--- src/rtl/adder64_reg_if.sv ---
// ============================================================================
// Module   : adder64_reg_if
// Brief    : Operand/result bundle for the registered 64-bit CLA adder.
// Revision : 1.0
// ============================================================================
`default_nettype none

interface adder64_reg_if #(
  parameter int WIDTH = 64
);
  logic [WIDTH-1:0] a;
  logic [WIDTH-1:0] b;
  logic             cin;
  logic [WIDTH-1:0] s;
  logic             cout;
  logic             ovf;

  modport master (
    output a, b, cin,
    input  s, cout, ovf
  );

  modport slave (
    input  a, b, cin,
    output s, cout, ovf
  );
endinterface

`default_nettype wire

--- src/rtl/adder64_reg.sv ---
// ============================================================================
// Module   : adder64_reg
// Brief    : 64-bit hierarchical carry-lookahead adder with registered
//            sum, carry-out and signed-overflow (one-cycle latency).
// Revision : 1.0
// ============================================================================
`default_nettype none

module adder64_reg #(
  parameter int WIDTH = 64
) (
  input  wire logic        clk,
  input  wire logic        rst_n,
  adder64_reg_if.slave     bus
);

  localparam int c_GROUPS = WIDTH / 4;
  localparam int c_BLOCKS = WIDTH / 16;

  // Group generate/propagate over four (g,p) pairs: {G, P}.
  function automatic logic [1:0] f_gp(input logic [3:0] g, input logic [3:0] p);
    logic [1:0] r;
    r[1] = g[3] | (p[3] & g[2]) | (p[3] & p[2] & g[1]) | (p[3] & p[2] & p[1] & g[0]);
    r[0] = &p;
    return r;
  endfunction

  // Flattened lookahead carries c1..c3 from c0.
  function automatic logic [2:0] f_carry3(input logic [2:0] g, input logic [2:0] p,
                                          input logic c0);
    logic [2:0] r;
    r[0] = g[0] | (p[0] & c0);
    r[1] = g[1] | (p[1] & g[0]) | (p[1] & p[0] & c0);
    r[2] = g[2] | (p[2] & g[1]) | (p[2] & p[1] & g[0]) | (p[2] & p[1] & p[0] & c0);
    return r;
  endfunction

  logic [WIDTH-1:0]    w_g;
  logic [WIDTH-1:0]    w_p;
  logic [WIDTH-1:0]    w_c;
  logic [c_GROUPS-1:0] w_gg;
  logic [c_GROUPS-1:0] w_gp;
  logic [c_GROUPS-1:0] w_cg_in;
  logic [c_BLOCKS-1:0] w_bg;
  logic [c_BLOCKS-1:0] w_bp;
  logic [c_BLOCKS:0]   w_cblk;
  logic [1:0]          w_gp_top;
  logic [WIDTH-1:0]    w_sum;
  logic                w_cout;
  logic                w_ovf;

  logic [WIDTH-1:0]    r_s;
  logic                r_cout;
  logic                r_ovf;

  assign w_g = bus.a & bus.b;
  assign w_p = bus.a ^ bus.b;

  generate
    for (genvar j = 0; j < c_GROUPS; j++) begin : g_grp_gp
      assign {w_gg[j], w_gp[j]} = f_gp(w_g[4*j +: 4], w_p[4*j +: 4]);
    end

    for (genvar k = 0; k < c_BLOCKS; k++) begin : g_blk_gp
      assign {w_bg[k], w_bp[k]} = f_gp(w_gg[4*k +: 4], w_gp[4*k +: 4]);
    end
  endgenerate

  // Top level: carries into blocks 1..3 and the final carry-out, all from cin.
  assign w_gp_top     = f_gp(w_bg, w_bp);
  assign w_cblk[0]    = bus.cin;
  assign w_cblk[3:1]  = f_carry3(w_bg[2:0], w_bp[2:0], bus.cin);
  assign w_cblk[4]    = w_gp_top[1] | (w_gp_top[0] & bus.cin);

  generate
    for (genvar k = 0; k < c_BLOCKS; k++) begin : g_blk_carry
      logic [2:0] w_cl;
      assign w_cl                 = f_carry3(w_gg[4*k +: 3], w_gp[4*k +: 3], w_cblk[k]);
      assign w_cg_in[4*k +: 4]    = {w_cl, w_cblk[k]};
    end

    for (genvar j = 0; j < c_GROUPS; j++) begin : g_grp_carry
      logic [2:0] w_cl;
      assign w_cl              = f_carry3(w_g[4*j +: 3], w_p[4*j +: 3], w_cg_in[j]);
      assign w_c[4*j +: 4]     = {w_cl, w_cg_in[j]};
    end
  endgenerate

  assign w_sum  = w_p ^ w_c;
  assign w_cout = w_cblk[c_BLOCKS];
  assign w_ovf  = w_cout ^ w_c[WIDTH-1];

  always_ff @(posedge clk or negedge rst_n) begin
    if (!rst_n) begin
      r_s    <= '0;
      r_cout <= 1'b0;
      r_ovf  <= 1'b0;
    end else begin
      r_s    <= w_sum;
      r_cout <= w_cout;
      r_ovf  <= w_ovf;
    end
  end

  assign bus.s    = r_s;
  assign bus.cout = r_cout;
  assign bus.ovf  = r_ovf;

endmodule

`default_nettype wire

--- src/flat_wrapper.sv ---
// flat-port wrapper written by rule: the top's interface ports become plain ports
module adder64_reg_flat 
#(
  parameter int WIDTH = 64
)
  (clk, rst_n, bus_a, bus_b, bus_cin, bus_s, bus_cout, bus_ovf);
  adder64_reg_if #(.WIDTH(WIDTH)) bus_i ();
  input  wire logic clk;
  input  wire logic rst_n;
  input wire logic [$bits(bus_i.a)-1:0] bus_a;
  input wire logic [$bits(bus_i.b)-1:0] bus_b;
  input wire logic [$bits(bus_i.cin)-1:0] bus_cin;
  output wire logic [$bits(bus_i.s)-1:0] bus_s;
  output wire logic [$bits(bus_i.cout)-1:0] bus_cout;
  output wire logic [$bits(bus_i.ovf)-1:0] bus_ovf;
  assign bus_i.a = bus_a;
  assign bus_i.b = bus_b;
  assign bus_i.cin = bus_cin;
  assign bus_s = bus_i.s;
  assign bus_cout = bus_i.cout;
  assign bus_ovf = bus_i.ovf;
  adder64_reg #(.WIDTH(WIDTH)) u_core (.clk(clk), .rst_n(rst_n), .bus(bus_i));
endmodule
--- config.mk ---
export PLATFORM = sky130hd
export DESIGN_NAME = adder64_reg_flat
export DESIGN_NICKNAME = d
export VERILOG_FILES = /design/src/rtl/adder64_reg_if.sv /design/src/rtl/adder64_reg.sv /design/src/flat_wrapper.sv
export SDC_FILE = /design/constraint.sdc
export NUM_CORES = 1
export LEC_CHECK = 0
export CORE_ASPECT_RATIO = 1.75
export CORE_MARGIN = 1
export CORE_UTILIZATION = 35
export CTS_BUF_LIST = sky130_fd_sc_hd__clkbuf_8
export DETAILED_ROUTE_END_ITERATION = 6
export PLACE_DENSITY = 0.7
export SLEW_MARGIN = 20
export SYNTH_ARGS = -nofsm -noshare
export SYNTH_HDL_FRONTEND = slang
export SYNTH_SLANG_ARGS = --single-unit
--- constraint.sdc ---
create_clock -name clk -period 0.8 [get_ports clk]
set_input_delay 0.08 -clock clk [delete_from_list [all_inputs] [get_ports clk]]
set_output_delay 0.08 -clock clk [all_outputs]
set_load 0.05 [all_outputs]
==> flow_metrics.py <==
metrics = {
    "status": {
        "result_of_the_run": "finished, violations left",
        "violations": "setup timing",
    },
    "logic_synthesis": {
        "synth_top_cell_area_share_pct": 37.18,
        "synth-xor-area-share_pct": 8.676,
        "ys.warnings.count": 0,
        "gate_count_after_technology_mapping": 406,
        "postSynth.asyncResetShare_pct": 100.0,
        "edff_count_synth": 0,
        "yosys_register_bits": 66,
        "syn-cell-area_um2": 4442,
        "synth.avg_cell_area_um2": 10.94,
        "post_synth_num_cell_types": 44,
        "synth_mux_area_share_pct": 1.014,
        "synth_top_area_cell": "sky130_fd_sc_hd__dfrtp_1",
        "post_synth_main_area_contributors": "sky130_fd_sc_hd__dfrtp_1 (37%), sky130_fd_sc_hd__ha_1 (18%), sky130_fd_sc_hd__fa_1 (7.2%)",
        "dominant_combinational_cell_family_by_area_after_synthesis": "adder cells",
        "synth_fa_ha_area_share_pct": 25.24,
        "synth-compound-area-share_pct": 16.99,
        "sequential_cell_area_fraction_in_the_yosys_report_pct": 37.18,
        "post_synth_and_or_nand_nor_area_fraction_pct": 9.465,
        "synth-main-ff-cell": "sky130_fd_sc_hd__dfrtp_1",
        "synth.net_count": 617,
    },
    "cts": {
        "number_of_buffers_created_by_cts": 9,
        "cell_at_the_root_of_the_clock_tree": "sky130_fd_sc_hd__clkbuf_8",
        "tritoncts": "yes",
        "tritoncts_num_sinks": 66,
        "ctsLongestPathBuffers": 2,
        "cts_htree_levels": 3,
        "worst_setup_hold_path_clk_slew_ns": 0.08,
    },
    "critical_path": {
        "timing.critical_path.slowest_cell_delay_ns": 0.34,
        "critPathSlowestCell": "sky130_fd_sc_hd__fa_2",
        "crit_path_cell_trace": "buf_6 -> ha_4 -> buf_6 -> a21oi_4 -> o21ai_4 -> a221oi_4 -> o21ai_4 -> buf_6 -> a21oi_4 -> a21oi_2 -> o31ai_2 -> or2b_1 -> fa_2 -> xor2_1",
        "worst_path_most_repeated_cell": "sky130_fd_sc_hd__buf_6",
        "worst-path-max-fanout": 2,
        "worst-endpoint-required_ns": 1.04,
        "cp-end-kind": "flip-flop",
        "critical_path.startpoint_type": "primary input",
        "critPathArrivalTime_ns": 2.63,
        "timing.setup.critical_path_class": "primary input to flip-flop",
    },
    "layout": {
        "final_nets": 1023,
        "n_fill_cell": 684,
        "syn_to_final_growth_pct": 133.6,
        "share_of_cells_above_drive_strength_1_pct": 64.50,
        "most_common_cell_after_layout_fill_and_taps_aside": "sky130_fd_sc_hd__buf_4",
        "mostFrequentLayoutCells": "sky130_fd_sc_hd__buf_4 (158), sky130_fd_sc_hd__buf_6 (76), sky130_fd_sc_hd__buf_12 (69)",
        "finish.cell_count_without_fillers": 986,
    },
    "timing": {
        "worstMarginPinSlew_ns": 0.3807,
        "setup_viol": 129,
        "timing.final.max_slew_violations": 0,
        "period_minus_slack_ns": 2.389,
        "final_hold_viol_count": 0,
        "period_share_pct": 298.7,
        "final.setup.worst_slack_ns": -1.589,
        "slew-limit-headroom_pct": 74.42,
        "max_clock_freq_mhz": 418.5,
        "rsz0062_at_grt": "yes",
        "holdWs_ns": 0.04239,
    },
    "power_and_ir_drop": {
        "cellPowerDensity_nw_per_um2": 1870,
        "irDropWorstVdd_mv": 1.573,
        "p_leak_nw": 4.645,
    },
    "routing": {
        "antenna_violation_net_count_after_detailed_routing": 0,
        "drt_drc_violations_left": 0,
        "drtPass1Iterations": 6,
        "vias_per_cell": 4.989,
        "drt_iter0_drc": 92,
        "route.vias.total": 4919,
        "avgRoutedWirePerCell_um": 18.28,
        "drt-total-wl_mm": 18.03,
    },
    "floorplanning": {
        "boundaryPins": 197,
        "start_util_pct": 35.73,
        "die_height_um": 151.0,
        "die_width_um": 87.16,
        "core_region_area_um2": 12430,
        "die_ar_um2": 13160,
        "rows": 54,
    },
    "placed_design": {
        "dp.cells": 907,
        "final_gp_congestion": 0.8552,
        "dp.final_hpwl_mm": 12.04,
        "port_buffers": 196,
        "pre_cts_ws_ns": -2.347,
    },
    "global_routing": {
        "number_of_antenna_violations_at_the_first_check_in_global_routing": 1,
        "grt_start_max_net_pins": 31,
        "first_global_vias": 5423,
        "global_route_usage_sum_pct": 25.91,
        "global_route.overflow_total": 0,
        "wire_length_of_the_first_global_routing_pass_mm": 25.60,
    },
    "worst_hold_path": {
        "holdCritPathClass": "primary input to flip-flop",
    },
    "run": {
        "maxCapViolations": 0,
    },
}
## Yosys cell counts (6+ instances only)
| library cell | instances |
|---|---|
| sky130_fd_sc_hd__nand2_1 | 24 |
| sky130_fd_sc_hd__ha_1 | 64 |
| sky130_fd_sc_hd__dfrtp_1 | 66 |
| sky130_fd_sc_hd__nor2_1 | 15 |
| sky130_fd_sc_hd__o21ai_0 | 13 |
| sky130_fd_sc_hd__fa_1 | 16 |
| sky130_fd_sc_hd__inv_1 | 17 |
| sky130_fd_sc_hd__nor2b_1 | 8 |
| sky130_fd_sc_hd__a21oi_1 | 38 |
| sky130_fd_sc_hd__xnor2_1 | 18 |
| sky130_fd_sc_hd__a21oi_2 | 6 |
| sky130_fd_sc_hd__a21o_1 | 19 |
| sky130_fd_sc_hd__nand3_1 | 7 |
| sky130_fd_sc_hd__nand4_1 | 9 |
| sky130_fd_sc_hd__nor3_1 | 11 |
| sky130_fd_sc_hd__xor2_1 | 26 |
## kinds of logic after synthesis
kind of cell	count (synthesis)
AO/OA/AOI/OAI	110
AND/OR/NAND/NOR	85
adder cells (fa/ha/maj)	80
flip-flops	66
XOR/XNOR	44
buffers and inverters	17
multiplexers	4
## final timing paths
path | endpoint | cells after the start | from
min in group asynchronous | u_core.bus.s[10]$_DFF_PN0_ | 2 | rst_n
setup / recovery | u_core.bus.s[61]$_DFF_PN0_ | 14 | bus_a[21]
max in group asynchronous | u_core.bus.s[50]$_DFF_PN0_ | 3 | rst_n
hold / removal | u_core.bus.s[20]$_DFF_PN0_ | 2 | bus_a[20]
## worst max-delay path, delay by kind of cell
family                   cells  cell delay [ns]
buffers and inverters        3             0.34
AND/OR/NAND/NOR              1             0.29
XOR/XNOR                     1             0.17
adder cells (fa/ha/maj)      2             0.58
AO/OA/AOI/OAI                7             1.17
## metrics by stage
step	util [%]	total power, mW	cell area [um2]	setup TNS, ns
6_report	83.46	19.40	10380	-87.80
5_1_grt	83.46	20.12	10380	-94.14
3_3_place_gp	71.42	14.38	8879	-115.92
3_5_place_dp	71.42	14.62	8879	-119.55
2_1_floorplan	-	8.939	4995	-66.17
4_1_cts	79.11	18.72	9834	-82.77
## state kept, by name, indices dropped and copies added (netlist names)
name / count
u_core.bus.s: 64
u_core.bus.cout: 1
u_core.bus.ovf: 1
## area by class of cell
class / instances / area [um2] / area share [%]
multi-input combinational: 323 / 4035 / 38.89
clock buffer: 12 / 165.2 / 1.592
sequential: 66 / 1652 / 15.92
timing repair buffer: 395 / 4175 / 40.24
clock inverter: 4 / 72.57 / 0.6994
inverter: 17 / 63.81 / 0.6150
antenna: 1 / 2.502 / 0.02412
tap: 168 / 210.2 / 2.026
## what timing repair did
| action | 4_1_cts | 5_1_grt |
|---|---|---|
| hold endpoints to repair | 66 | 0 |
| pin swaps | 101 | 62 |
| gates cloned | 0 | 0 |
| setup endpoints to repair | 132 | 129 |
| setup buffers | 45 | 27 |
| hold buffers | 1 | 0 |
| gates resized for setup | 423 | 123 |
## layer usage
metal / wire (um) / track usage (%) / share of wire (%) / vias up
met5: 0 / 0 / 0 / -
met4: 781 / 12.95 / 4.3 / 0
met3: 834 / 5.068 / 4.6 / 58
met2: 10710 / 52.64 / 59 / 172
met1: 5700 / 23.28 / 32 / 2417
li1: - / - / - / 2272
## where the power goes
| group | switching (mW) | internal [mW] | total (mW) |
|---|---|---|---|
| sequential | 0.624 | 4.05 | 4.68 |
| clock | 1.44 | 2.01 | 3.44 |
| combinational | 5.39 | 5.89 | 11.3 |
No activity file was read; power rests on OpenSTA's default activity.
